### src/rtl/ex_muldiv_unit.sv
// ex_muldiv_unit: iterative MIPS MULT/MULTU/DIV/DIVU with private HI/LO,
// MFHI/MFLO/MTHI/MTLO service and a hazard stall toward ID/EX.
// All state advances on the falling clock edge, in step with the pipeline latches.
module ex_muldiv_unit #(
  parameter int         DATA_WIDTH  = 32,
  parameter logic [1:0] RTYPE_ALUOP = 2'b10
) (
  input  logic                  clk,
  input  logic                  reset_n,
  input  logic [1:0]            inALUOp,
  input  logic [5:0]            inFunction,
  input  logic [DATA_WIDTH-1:0] inDataRs,
  input  logic [DATA_WIDTH-1:0] inDataRt,
  output logic [DATA_WIDTH-1:0] outResult,
  output logic                  outResultValid,
  output logic                  outStall,
  output logic                  outBusy,
  output logic [DATA_WIDTH-1:0] outHi,
  output logic [DATA_WIDTH-1:0] outLo
);
  localparam int W  = DATA_WIDTH;
  localparam int CW = $clog2(W);

  typedef enum logic {S_IDLE, S_BUSY} state_t;

  state_t          r_state, w_state_nxt;
  logic [W-1:0]    r_hi, r_lo;
  logic [W-1:0]    r_opnd;     // multiplicand or divisor magnitude
  logic [2*W-1:0]  r_acc;      // mul: {partial, multiplier}; div: {remainder, dividend/quotient}
  logic [CW-1:0]   r_cnt;
  logic            r_isdiv, r_neg_lo, r_neg_hi;

  // Decode of the latched instruction
  logic w_rtype, w_start, w_mfhi, w_mflo, w_mthi, w_mtlo, w_hazard;
  logic w_signed, w_isdiv, w_rs_neg, w_rt_neg, w_last;
  logic [W-1:0] w_rs_mag, w_rt_mag;

  assign w_rtype  = (inALUOp == RTYPE_ALUOP);
  assign w_start  = w_rtype && (inFunction == 6'h18 || inFunction == 6'h19 ||
                                inFunction == 6'h1A || inFunction == 6'h1B);
  assign w_mfhi   = w_rtype && (inFunction == 6'h10);
  assign w_mthi   = w_rtype && (inFunction == 6'h11);
  assign w_mflo   = w_rtype && (inFunction == 6'h12);
  assign w_mtlo   = w_rtype && (inFunction == 6'h13);
  assign w_hazard = w_start | w_mfhi | w_mflo | w_mthi | w_mtlo;

  assign w_signed = ~inFunction[0];   // MULT/DIV even, MULTU/DIVU odd
  assign w_isdiv  = inFunction[1];
  assign w_rs_neg = w_signed & inDataRs[W-1];
  assign w_rt_neg = w_signed & inDataRt[W-1];
  assign w_rs_mag = w_rs_neg ? -inDataRs : inDataRs;
  assign w_rt_mag = w_rt_neg ? -inDataRt : inDataRt;
  assign w_last   = (r_state == S_BUSY) && (r_cnt == CW'(W - 1));

  assign outBusy        = (r_state == S_BUSY);
  assign outStall       = outBusy & w_hazard;
  assign outResultValid = (w_mfhi | w_mflo) & ~outStall;
  assign outResult      = w_mfhi ? r_hi : (w_mflo ? r_lo : '0);
  assign outHi          = r_hi;
  assign outLo          = r_lo;

  // One iteration of shift-add multiply and restoring divide
  logic [W:0]     w_mul_sum, w_rem_sh;
  logic [W+1:0]   w_diff;
  logic [2*W-1:0] w_mul_nxt, w_div_nxt, w_acc_nxt, w_prod;
  logic [W-1:0]   w_q, w_r, w_hi_fin, w_lo_fin;
  logic           w_unused;

  assign w_mul_sum = {1'b0, r_acc[2*W-1:W]} + (r_acc[0] ? {1'b0, r_opnd} : '0);
  assign w_mul_nxt = {w_mul_sum, r_acc[W-1:1]};
  assign w_rem_sh  = r_acc[2*W-1:W-1];
  assign w_diff    = {1'b0, w_rem_sh} - {2'b0, r_opnd};
  // A non-negative difference is below the divisor, so bit W is always zero there.
  assign w_div_nxt = w_diff[W+1] ? {w_rem_sh[W-1:0], r_acc[W-2:0], 1'b0}
                                 : {w_diff[W-1:0],   r_acc[W-2:0], 1'b1};
  assign w_unused  = w_diff[W];
  assign w_acc_nxt = r_isdiv ? w_div_nxt : w_mul_nxt;

  // Sign fixup applied to the final iteration's result
  assign w_prod   = r_neg_lo ? -w_acc_nxt : w_acc_nxt;
  assign w_q      = r_neg_lo ? -w_acc_nxt[W-1:0] : w_acc_nxt[W-1:0];
  assign w_r      = r_neg_hi ? -w_acc_nxt[2*W-1:W] : w_acc_nxt[2*W-1:W];
  assign w_hi_fin = r_isdiv ? w_r : w_prod[2*W-1:W];
  assign w_lo_fin = r_isdiv ? w_q : w_prod[W-1:0];

  // State register
  always_ff @(negedge clk or negedge reset_n) begin
    if (!reset_n) r_state <= S_IDLE;
    else          r_state <= w_state_nxt;
  end

  // Next state: accept a start op in IDLE, return after the last iteration
  always_comb begin
    w_state_nxt = r_state;
    case (r_state)
      S_IDLE:  if (w_start) w_state_nxt = S_BUSY;
      S_BUSY:  if (w_last)  w_state_nxt = S_IDLE;
      default: w_state_nxt = S_IDLE;
    endcase
  end

  // Datapath: operand capture, iteration, HI/LO writes
  always_ff @(negedge clk or negedge reset_n) begin
    if (!reset_n) begin
      r_hi     <= '0;
      r_lo     <= '0;
      r_opnd   <= '0;
      r_acc    <= '0;
      r_cnt    <= '0;
      r_isdiv  <= 1'b0;
      r_neg_lo <= 1'b0;
      r_neg_hi <= 1'b0;
    end else if (r_state == S_IDLE) begin
      if (w_start) begin
        r_isdiv <= w_isdiv;
        r_cnt   <= '0;
        if (w_isdiv) begin
          r_opnd   <= w_rt_mag;
          r_acc    <= {{W{1'b0}}, w_rs_mag};
          // Divide by zero leaves an all-ones quotient unsigned-style.
          r_neg_lo <= (w_rs_neg ^ w_rt_neg) & (|inDataRt);
          r_neg_hi <= w_rs_neg;
        end else begin
          r_opnd   <= w_rs_mag;
          r_acc    <= {{W{1'b0}}, w_rt_mag};
          r_neg_lo <= w_rs_neg ^ w_rt_neg;
          r_neg_hi <= 1'b0;
        end
      end else begin
        if (w_mthi) r_hi <= inDataRs;
        if (w_mtlo) r_lo <= inDataRs;
      end
    end else begin
      r_acc <= w_acc_nxt;
      r_cnt <= r_cnt + 1'b1;
      if (w_last) begin
        r_hi  <= w_hi_fin;
        r_lo  <= w_lo_fin;
        r_cnt <= '0;
      end
    end
  end
endmodule

### config.mk
export PLATFORM = sky130hd
export DESIGN_NAME = ex_muldiv_unit
export DESIGN_NICKNAME = d
export VERILOG_FILES = /design/src/rtl/ex_muldiv_unit.sv
export SDC_FILE = /design/constraint.sdc
export NUM_CORES = 1
export LEC_CHECK = 0
export ABC_AREA = 1
export BUFFER_PORTS_ARGS = -buffer_cell sky130_fd_sc_hd__buf_2
export CAP_MARGIN = 20
export CORE_MARGIN = 3
export CORE_UTILIZATION = 45
export CTS_CLUSTER_DIAMETER = 30
export DETAILED_ROUTE_END_ITERATION = 6
export GPL_TIMING_DRIVEN = 0
export PLACE_DENSITY = 0.65
export SETUP_SLACK_MARGIN = 0.4
export SLEW_MARGIN = 20
export SYNTH_ARGS = -nofsm -noshare
export SYNTH_HDL_FRONTEND = slang
export SYNTH_SLANG_ARGS = --single-unit
### constraint.sdc
create_clock -name clk -period 5.03 [get_ports clk]
set_clock_uncertainty 0.05 [all_clocks]
set_input_delay 0.2515 -clock clk [delete_from_list [all_inputs] [get_ports clk]]
set_output_delay 0.2515 -clock clk [all_outputs]
set_load 0.05 [all_outputs]
[Yosys cells after proc, flatten, opt, wreduce, memory -nomap -nowiden]
Cells that the tools add are included.
W data, S select, Z words.
Cells by class
  $add $sub $neg: 8
  equality and inequality tests: 12
  mux-type cells: 32
  bitwise logic cells: 14
  reduce and logical (&&, ||, !) cells: 16
Operators with widths (number)
  $mux W32: 19
  $mux W64: 5
  $neg A32 Y32: 4
  $neg A64 Y64: 1
  $eq A6 B5 Y1 const B: 8
  $sub A33 B32 Y34: 1
  $add A32 B32 Y33: 1
  $reduce_or A32 Y1: 1
  $mux W5: 3
  $logic_and A1 B1 Y1: 6
  $reduce_and A3 Y1: 2
  $reduce_bool A2 Y1: 3
  $add A5 B1 Y5 const B: 1
  $and A1 B1 Y1: 5
  $eq A5 B5 Y1 const B: 1
  $or A1 B1 Y1: 5
  $mux W1: 4
  $logic_or A1 B1 Y1: 3
  $not A1 Y1: 3
  $eq A2 B2 Y1 const B: 1
  $ne A2 B1 Y1 const B: 1
  $ne A2 B2 Y1 const B: 1
  $pmux W1 S2: 1
  $reduce_and A2 Y1: 1
  $xor A1 B1 Y1: 1
Storage, ports and cells
  register bits after elaboration: 169
  input bits: 74
  output and inout bits: 99
  word-level logic and storage cells: 91

[Logic depth before layout (Yosys ltp)]
  depth after elaboration: 12
  gate-level depth with buffers: 32

==> reports/results.txt <==
dpl cells = 3722
Synthesized Nets = 3177
cts-stage hold buffer count = 0
largest net degree at the start of global routing = 93
crit start category = input port
DR vias/cell = 6.02
HPWL Detailed = 77300 um
met3 Use GR = 12.0%
Reg area = 4230 um2
Seq/Total Area, Yosys = 23.4%
Port Buffer Count = 172
total CTS buffers = 17
asr flop ratio synth = 100%
Finished Layout Cells = 3848
CTS tree = built
Slew @ Worst Pin = 1.20 ns
CP peak stage delay = 0.22 ns
ANT nets after route = 0
M1 GR Usage = 57.4%
YS warnings = 0
gpl congestion = 1.08
DRC = 0
RSZ-0062 raised after global routing = yes
Netlist cell types = 58
CP Capture Type = flop
Die Ht = 207 um
Hold Path Class = flop to flop
grt peak-use layer = met2
critical-path cell list = buf_8 > clkinv_8 > ha_4 > inv_4 > nor3_4 > nand3_2 > inv_2 > nand3_4 > nor2_4 > nand2_2 > nor3_4 > nor2_2 > nor2_2 > buf_4 > xor2_1 > inv_1 > a22oi_2 > o21ai_1
pre-CTS setup slack = -0.820 ns
CTS root buffer = clkbuf_16
Avg Cell Area, Syn = 5.97 um2
final worst setup slack = 0.333 ns
most frequent cells in the layout = 821 x nand2_1, 500 x inv_1, 321 x nor2_1, 196 x nand3_1, 185 x buf_2
Pleak = 0.0117 uW
initial antenna violation count = 5
Initial Util = 46.2%
total power = 13100 uW
layout cells sized above 1 = 17.4%
Worst Path Max Fanout = 4
Critical Path RT = 2.74 ns
first-pass GRT wire length = 139000 um
Rel. slew slack = 19.8%
FF-to-FF path depth = 29
total gr overflow = 0
boundary pin count = 173
Max-Cap Viols = 0
# diodes = 0
die width = 207 um
Final #Nets = 3463
Max stage delay cell, worst path = nor3_4
total number of H-tree levels = 4
Final Routed Wirelength = 97700 um
Post-Synth XOR/XNOR Area = 4.16%
Final Max Slew Viols = 0
Synth Area in Adders = 5.06%
largest family of logic cells by synthesized area = simple AND/OR/NAND/NOR gates
worst skew pair latency = 0.45 ns
GRT Total Usage = 44.8%
Reg clk slew, reported paths = 0.06 ns
die area = 42700 um2
multi-input logic area = 12300 um2
outcome = complete, no violations
synth-to-layout area growth = 22.6%
number of global-route vias before repair = 21700
Min-Delay Path Depth = 1
Hold Vio Cnt, Final = 0
Sink Count = 169
#FFs+latches synth = 169
Cells after Synth = 3031
via count = 23200
commonest non-fill, non-tap cell in the layout = nand2_1
Post-Syn Area = 18100 um2
post-synthesis mux area share = 0.0553%
1st-pass router iterations = 6
met2 Use GR = 64.5%
pwr dens = 591 nW/um2
Core Footprint = 39200 um2
Compound-Gate Fraction of Synth Area = 16.5%
Synth Flop Type = dfrtn_1
Clock Tree Buf Depth = 2
FP Rows = 72
IR drop worst, VDD = 0.000334 V
initial drt markers = 3681
CP arrival = 2.41 ns
FILL cells = 3963
simple-gate share of the synthesized area = 37.2%
WL per Instance = 25.4 um
CP Class = input port to flop
Final setup violation count = 0
Post-synth EDFFs = 0
==> state kept, by name, summed over array words and instances, names as in the netlist <==
signal,flops
outBusy,1
outHi,32
outLo,32
r_acc,64
r_cnt,5
r_isdiv,1
r_neg_hi,1
r_neg_lo,1
r_opnd,32
==> routing by layer <==
layer,up-vias,wire length [um]
met1,10800,37000
met2,1685,39700
met3,384,12200
met4,8,8730
met5,-,51
li1,10300,-
==> worst max-delay path: cells and delay by family <==
kind	cells	cell delay [ns]
xor+xnor	1	0.16
buf+inv	6	0.54
fa+ha+maj	1	0.13
simple gates	8	1.10
compound gates	2	0.21
==> worst paths after layout <==
check                                       startpoint  slack (ns)                      to
min in group asynchronous                      reset_n        2.16    outLo[1]$_DFFE_NN0P_
max in group asynchronous                      reset_n        1.78   r_acc[14]$_DFFE_NN0P_
worst max-delay path                       inDataRs[0]        0.33  r_opnd[22]$_DFFE_NN0P_
worst max register to register  r_opnd[22]$_DFFE_NN0P_        0.45   outHi[20]$_DFFE_NN0P_
worst min register to register    r_cnt[4]$_DFFE_NN0P_        0.43    r_cnt[4]$_DFFE_NN0P_
worst min-delay path              r_cnt[4]$_DFFE_NN0P_        0.43    r_cnt[4]$_DFFE_NN0P_
==> final cells by class <==
class                           count  area share [%]
Inverter                          528            9.16
Clock buffer                       17            1.92
Buffer                            106            2.82
Multi-Input combinational cell   2228            55.6
Tap cell                          518            2.92
Clock inverter                     15           0.981
Sequential cell                   169            19.1
Timing Repair Buffer              267            7.53
==> Yosys cell counts, types with 9 or more instances <==
master	number	area share, %
nor2_1	339	7.0
xor2_1	62	3.0
nand2_1	843	17
nand3_1	207	5.7
dfrtn_1	169	23
a21oi_1	100	2.8
inv_2	9	0.19
nand4_1	43	1.5
inv_1	515	11
nand3b_1	16	0.66
buf_1	10	0.21
o22ai_1	70	2.4
a22oi_1	22	0.91
nor3_1	38	1.1
clkbuf_1	67	1.4
a31oi_1	20	0.69
buf_2	18	0.50
nor2_2	23	0.80
xnor2_1	24	1.2
o211ai_1	19	0.79
ha_1	70	4.8
o221ai_1	12	0.58
a211oi_1	9	0.37
o21ai_0	161	4.5
o21ai_1	34	0.94
nand3_2	15	0.83
==> timing repair <==
item,4_1_cts,5_1_grt
buffers inserted,54,40
endpoints found under the setup margin,108,98
pin swaps,37,52
resized for setup,113,144
==> logic make-up after synthesis <==
logic type      after synthesis
buf+inv                     634
xor+xnor                     86
compound gates              500
flops                       169
mux                           1
simple gates               1569
fa+ha+maj                    72
==> stage by stage <==
step / setup TNS, ns / hold slack (ns) / util [%] / cell area (um2)
final: 0 / 0.430 / 56.6 / 22200
after global routing: 0 / 0.432 / 56.6 / 22200
after CTS: 0 / 0.428 / 54.3 / 21300
after detailed placement: -36.91 / 0.426 / 50.4 / 19800
after global placement: -254.57 / 0.391 / 50.3 / 19700
after floorplan: 0 / 0.374 / - / 18200
==> power by group <==
part	switching [uW]	leakage, uW	internal [uW]
logic	6710	0.00931	2730
clock network	756	0.000310	736
registers	452	0.00206	1730
total	7920	0.0117	5190
Power figures use the tool's default switching activity.
